===== config.mk =====
export PLATFORM = sky130hd
export DESIGN_NAME = code_stream_packer
export DESIGN_NICKNAME = d
export VERILOG_FILES = /design/src/rtl/code_stream_packer.sv
export SDC_FILE = /design/constraint.sdc
export NUM_CORES = 1
export LEC_CHECK = 0
export ABC_CLOCK_PERIOD_IN_PS = 3500
export BUFFER_PORTS_ARGS = -buffer_cell sky130_fd_sc_hd__clkbuf_2
export CELL_PAD_IN_SITES_DETAIL_PLACEMENT = 1
export CELL_PAD_IN_SITES_GLOBAL_PLACEMENT = 2
export CORE_ASPECT_RATIO = 1.75
export CORE_UTILIZATION = 37
export CTS_CLUSTER_SIZE = 30
export DETAILED_ROUTE_END_ITERATION = 12
export PLACE_DENSITY_LB_ADDON = 0.1
export SYNTH_ARGS = -nofsm -noshare
export SYNTH_HDL_FRONTEND = slang
export SYNTH_SLANG_ARGS = --single-unit

===== constraint.sdc =====
create_clock -name clk -period 3.5 [get_ports clk]
set_input_delay 0.7 -clock clk [delete_from_list [all_inputs] [get_ports clk]]
set_output_delay 0.7 -clock clk [all_outputs]
set_load 0.005 [all_outputs]

===== src/rtl/code_stream_packer.sv =====
// Packs CODE_W-bit encoder codes LSB-first into CODE_W*N_CODES-bit words with a
// valid/ready output, a flush for partial words, and a count of valid codes per word.
module code_stream_packer #(
    parameter int unsigned CODE_W  = 2,
    parameter int unsigned N_CODES = 4,
    parameter int unsigned CNT_W   = 3
) (
    input  logic                       clk,
    input  logic                       rst_n,
    input  logic                       in_valid,
    input  logic [CODE_W-1:0]          in_code,
    output logic                       in_ready,
    input  logic                       flush,
    output logic                       out_valid,
    output logic [CODE_W*N_CODES-1:0]  out_data,
    output logic [CNT_W-1:0]           out_count,
    input  logic                       out_ready
);

    localparam int unsigned      DATA_W    = CODE_W * N_CODES;
    localparam logic [CNT_W-1:0] LastSlot  = CNT_W'(N_CODES - 1);
    localparam logic [CNT_W-1:0] FullCount = CNT_W'(N_CODES);

    typedef enum logic [0:0] {StFill, StFlushWait} state_e;

    state_e              state_q, state_d;
    logic [CNT_W-1:0]    cnt_q, cnt_d;
    logic [DATA_W-1:0]   acc_q, acc_d;
    logic                out_valid_q, out_valid_d;
    logic [DATA_W-1:0]   out_data_q, out_data_d;
    logic [CNT_W-1:0]    out_count_q, out_count_d;

    logic                out_free;
    logic                accept;
    logic                last_slot;
    logic [DATA_W-1:0]   acc_next;
    logic [CNT_W-1:0]    cnt_next;
    logic                load;
    logic [DATA_W-1:0]   load_data;
    logic [CNT_W-1:0]    load_count;

    assign out_free  = !out_valid_q || out_ready;
    assign in_ready  = (state_q == StFill) && ((cnt_q != LastSlot) || out_free);
    assign accept    = in_valid && in_ready;
    assign last_slot = accept && (cnt_q == LastSlot);
    assign cnt_next  = cnt_q + CNT_W'(accept);

    // Accumulator including this cycle's accepted code, so flush can merge it.
    always_comb begin
        acc_next = acc_q;
        for (int unsigned i = 0; i < N_CODES; i++) begin
            if (accept && (cnt_q == CNT_W'(i))) begin
                acc_next[i*CODE_W +: CODE_W] = in_code;
            end
        end
    end

    always_comb begin
        state_d    = state_q;
        cnt_d      = cnt_q;
        acc_d      = acc_q;
        load       = 1'b0;
        load_data  = acc_next;
        load_count = cnt_next;

        case (state_q)
            StFill: begin
                if (last_slot) begin
                    // A full word consumes any flush arriving with it.
                    load       = 1'b1;
                    load_count = FullCount;
                    cnt_d      = '0;
                    acc_d      = '0;
                end else if (flush && ((cnt_q != '0) || accept)) begin
                    if (out_free) begin
                        load  = 1'b1;
                        cnt_d = '0;
                        acc_d = '0;
                    end else begin
                        cnt_d   = cnt_next;
                        acc_d   = acc_next;
                        state_d = StFlushWait;
                    end
                end else begin
                    cnt_d = cnt_next;
                    acc_d = acc_next;
                end
            end
            StFlushWait: begin
                if (out_free) begin
                    load       = 1'b1;
                    load_data  = acc_q;
                    load_count = cnt_q;
                    cnt_d      = '0;
                    acc_d      = '0;
                    state_d    = StFill;
                end
            end
            default: state_d = StFill;
        endcase
    end

    always_comb begin
        out_valid_d = out_valid_q && !out_ready;
        out_data_d  = out_data_q;
        out_count_d = out_count_q;
        if (load) begin
            out_valid_d = 1'b1;
            out_data_d  = load_data;
            out_count_d = load_count;
        end
    end

    always_ff @(posedge clk or negedge rst_n) begin
        if (!rst_n) begin
            state_q     <= StFill;
            cnt_q       <= '0;
            acc_q       <= '0;
            out_valid_q <= 1'b0;
            out_data_q  <= '0;
            out_count_q <= '0;
        end else begin
            state_q     <= state_d;
            cnt_q       <= cnt_d;
            acc_q       <= acc_d;
            out_valid_q <= out_valid_d;
            out_data_q  <= out_data_d;
            out_count_q <= out_count_d;
        end
    end

    assign out_valid = out_valid_q;
    assign out_data  = out_data_q;
    assign out_count = out_count_q;

endmodule


; After elaboration in Yosys (flattened, before gate mapping)
; Index checks and enable logic that the tools add are counted.
[classes]
addsub = 1
eq_ne = 5
mux = 28
bitwise = 1
reduce_logical = 15
[op_table]
columns = cell, count
row1 = $mux W8, 6
row2 = $mux W3, 6
row3 = $pmux W8 S2, 1
row4 = $pmux W3 S2, 2
row5 = $logic_and A1 B1 Y1, 8
row6 = $mux W2, 4
row7 = $mux W1, 7
row8 = $eq A3 B2 Y1 const B, 2
row9 = $pmux W1 S2, 2
row10 = $add A3 B1 Y3, 1
row11 = $eq A3 B1 Y1 const B, 1
row12 = $logic_not A3 Y1, 1
row13 = $logic_or A1 B1 Y1, 3
row14 = $ne A3 B2 Y1 const B, 1
row15 = $reduce_bool A3 Y1, 1
row16 = $logic_not A1 Y1, 2
row17 = $ne A2 B1 Y1 const B, 1
row18 = $not A1 Y1, 1
[word_totals]
register_bits = 24
out_inout_bits = 13
wordCells = 56

; Logic depth before layout (Yosys ltp)
[depth]
word_depth = 11
depth_mapped = 9

; Least setup slack after synthesis
; No wires, ideal clock.
[synth_timing]
path_kind = in2reg
start = input out_ready
end = register out_count_q[1], in the netlist out_count[1]
setup_time_ns = 0.124
arrival_ns = 2.037
required_time_ns = 3.376
setup_slack_ns = 1.339
path_stages = 9
n_path_buf = 1
path_cell_list = nor2b_1 buf_2 a31oi_1 and2_1 ha_1 ha_1 nor2b_1 a22oi_1 a21oi_1
[synth_via]
elab_chain_len = 9
word_cells_on_any_way = 15
[synth_lines]
columns = element, line_no
row1 = "start, declared", 17  ; input logic out_ready
row2 = $logic_or A1 B1 Y1 *, 42  ; assign out_free = !out_valid_q || out_ready;
row3 = $logic_or A1 B1 Y1 *, 43  ; assign in_ready = (state_q == StFill) && ((cnt_q != LastSlot) || out_free);
row4 = $logic_and A1 B1 Y1 *, 43
row5 = named net in_ready, 12  ; output logic in_ready,
row6 = $logic_and A1 B1 Y1 *, 44  ; assign accept = in_valid && in_ready;
row7 = "parallel branches: the longest is 5 deep, another holds $add A3 B1 Y3", -
row8 = "end signal, assigned", 128  ; out_count_q <= out_count_d;
row9 = "end, declared", 31  ; logic [CNT_W-1:0] out_count_q, out_count_d;
; Mark *: on every way through the listed nets, which the timed path passes.
; A chain may end at the register's enable or synchronous reset.

; Worst setup path after layout
[layout_timing]
start = register cnt_q[0]
end = register out_count_q[1], in the netlist out_count[1]
[layout_via]
elab_chain_len = 9
word_cells_on_any_way = 16
[layout_lines]
columns = element, line_no
row1 = "start, declared", 27  ; logic [CNT_W-1:0] cnt_q, cnt_d;
row2 = "start signal, assigned", 124  ; cnt_q <= cnt_d;
row3 = "parallel branches: the longest is 9 deep, another holds $add A3 B1 Y3", -
; Several ways; the timed one is not identified.

==> implementation parameters <==
Parameter                              Value

Yosys
  Commonest cells post-synth ... 24 x sky130_fd_sc_hd__dfrtp_1, 15 x sky130_fd_sc_hd__nand2_1, 11 x sky130_fd_sc_hd__nor2_1, 10 x sky130_fd_sc_hd__a21oi_1, 9 x sky130_fd_sc_hd__nor3_1
  Synth Flop Type ... sky130_fd_sc_hd__dfrtp_1
  Mean instance size in the synthesized netlist ... 9.51 sq um
  Number of warnings issued by yosys ... 0
  Cell types with the largest area share after synthesis ... sky130_fd_sc_hd__dfrtp_1 43%, sky130_fd_sc_hd__nand2_1 4.0%, sky130_fd_sc_hd__a21oi_1 3.6%
  Register bit count reported by yosys ... 24
  Area share of the largest cell type after synthesis ... 0.430
  Async SR Flop Fraction ... 1.00
  Net Count, Synth ... about 160
  Dominant cell type by area after synthesis ... sky130_fd_sc_hd__dfrtp_1
  Count of flip-flops with a built-in enable after synthesis ... 0
  Netlist area before placement ... roughly 1400 sq um
  Sequential-to-total area share from yosys stat ... 0.430
  Distinct cell type count of the synthesized netlist ... 42
  Synthesized instance count ... around 150
  Leading cell type by number of instances after synthesis ... sky130_fd_sc_hd__dfrtp_1

Clock network
  TritonCTS Sinks ... 24
  H-tree depth reported by CTS ... 1
  Clock tree from TritonCTS ... done
  Resized cells post-CTS ... 0
  Max Root-Sink Buffers ... 2
  Number of buffers created by CTS ... 3
  Post-CTS Repair Setup Buffers ... 0
  Cell chosen for the clock root ... sky130_fd_sc_hd__clkbuf_8
  Clock network latency to the later pin of the worst-skew pair ... between 0.2 and 0.3 ns
  Worst-path clk slew ... 0.09 ns
  Hold-fix buffers, CTS ... 0

Cells and area
  Area of all placed cells without fillers ... around 1600 sq um
  Synthesis-to-finish area growth ... 11.6%
  Fraction of layout cells with a size suffix above 1 ... 0.219
  Core Util, Final ... 0.430
  Multi-input gate area in the final layout ... 713 sq um
  Finished Layout Cells ... ~210
  Nets@finish ... 170
  Count of filler cells inserted in the layout ... between 400 and 500
  Diode count ... 0
  Footprint of the flip-flops and latches ... 601 sq um

Place
  Cells after DPL ... around 200
  Count of input and output buffers ... 19
  Dpl ws ... around 1.1 ns
  Cell area after placement ... ~1500 sq um
  Routability congestion estimate from global placement ... between 0.7 and 0.8
  Dpl hpwl ... ~2600 um

Pwr
  Total power divided by cell area ... between 800 and 900 nW/um^2
  Overall power of the completed layout ... 1.35 mW
  Max IR drop VDD ... 456 uV
  Leak ... 0.668 nW

STA
  Final worst clock skew ... about 0.0012 ns
  Post-Route Setup TNS ... 0 ns
  Count of endpoints failing setup in the final report ... 0
  Minimum clock period after layout ... 2.26 ns
  Worst hold margin ... 0.433 ns
  Slew at the pin closest to its max-slew limit ... around 0.63 ns
  Final clock period utilization by the worst path ... 0.646
  Worst-case headroom to the max-slew limit ... 0.578
  Peak clock frequency supported by timing ... around 440 MHz
  Slew Viols, Final ... 0
  Final hold violation count ... 0
  Post-route setup slack ... around 1.2 ns
  Setup repair after global routing missed its margin ... false

Worst setup path
  Arrival time at the worst endpoint ... ~2.4 ns
  Kind of start point of the critical path ... flip-flop
  Delay of the slowest critical-path stage ... roughly 0.61 ns
  Critical path buffers and inverters ... 0
  Crit. End Element ... flip-flop
  Worst path depth ... 8
  Setup crit start ... cnt_q[0]
  Ordered list of cells on the worst path ... nor2b_1, a31oi_1, and2_1, ha_1, ha_1, nor2b_1, a22oi_1, a21oi_1
  Critical path data required time ... 3.63 ns
  Number of cells on the worst reg-to-reg path ... 8
  Crit Path Class ... flip-flop to flip-flop
  Worst setup endpoint ... out_count[1]
  Reg-to-reg critical path startpoint ... cnt_q[0]
  Slowest cell on the critical path ... sky130_fd_sc_hd__dfrtp_1
  Worst-path fanout max ... 10
  Top cell family by delay on the critical path ... simple AND/OR/NAND/NOR gates
  R2R Path End ... out_count[1]
  Slack of the worst reg-to-reg path ... 1.24 ns

Detailed routing
  Vias post-DR ... 1160
  Detailed router's first-iteration violation count ... 16
  Drt first pass iters ... 4
  Detail-routed via count per cell ... between 5 and 6
  Remaining number of nets flagged by the antenna check after routing ... 0
  Mean routed wirelength per cell ... 17.4 um
  Sum of routed wire length over all layers ... 3580 um
  Count of unresolved DRC violations after routing ... 0

Floorplanning
  Initial Utilization ... 0.385
  Height of the die ... about 83 um
  Die Width ... roughly 48 um
  DIE AREA ... between 4000 and 5000 sq um
  Total I/O pin count ... 20
  Placeable core region ... between 3000 and 4000 sq um
  Cell row count ... 29

Global route
  Global-route wire length before repair ... 6100 um
  Largest net degree at the start of global routing ... 25
  GRT Resource Usage Total ... 0.194
  Aggregate global routing overflow ... 0
  Vias in the first global route ... 1242
  Initial antenna violation count ... 0

Min path
  Kind of path behind the tightest hold check ... input port to async pin

Outcome
  Outcome ... complete, no violations

Run
  Max Cap Violations ... 0
-- power breakdown --
group | leakage (nW) | switching [mW] | internal, mW | total (mW)
logic | 0.329 | 0.325 | 0.270 | 0.595
registers | 0.303 | 0.119 | 0.387 | 0.506
clock network | 0.0357 | 0.0943 | 0.153 | 0.247
total | 0.668 | 0.538 | 0.810 | 1.35
-- how the worst min path moves through the flow --
stage,start,to,slack [ns],cells past startpoint
floorplan,rst_n,acc_q[0],0.40,0
global placement,acc_q[7],acc_q[7],0.49,1
detailed placement,acc_q[6],acc_q[6],0.49,1
CTS,rst_n,out_data[4],0.46,1
global route,rst_n,acc_q[0],0.48,1
finish,rst_n,out_data[4],0.43,1
-- final cells by class --
cell class,count,area share
Clock buffer,3,0.0265
Clock inverter,1,0.0192
Inverter,4,0.00962
Multi-Input combinational cell,108,0.457
Sequential cell,24,0.385
Tap cell,46,0.0369
Timing Repair Buffer,20,0.0658
-- cells by family (layout without fill, tap and decap cells) --
logic type / Yosys count / after routing / synth area share
buffers and inverters: 15 / 28 / 0.0600
AOI/OAI and AO/OA: 39 / 39 / 0.218
and+or+nand+nor: 65 / 65 / 0.262
xor gates and xnor gates: 2 / 2 / 0.0125
DFF: 24 / 24 / 0.430
adders and majority gates: 2 / 2 / 0.0179
-- registers in the layout, indices dropped and copies added (netlist names) --
signal and cells:
acc_q 8, cnt_q 3, out_count 3, out_data 8, out_valid 1, state_q 1
-- routing by layer --
metal / part of all wire / GRT usage
met5: 0 / 0
met3: 0.015 / 0.0165
met4: 0.010 / 0.0481
met1: 0.43 / 0.220
met2: 0.55 / 0.376
-- cells in the final DEF, fill, tap and decap left out, drive strengths merged, types with 3 or more instances in the layout --
cell type	n
inv	4
nor2b	8
dfrtp	24
nor3	10
a21oi	10
clkbuf	22
a31oi	7
nand2	15
nor2	11
nand3	8
nand2b	3
a221oi	4
No activity file was read; power rests on OpenSTA's default activity.
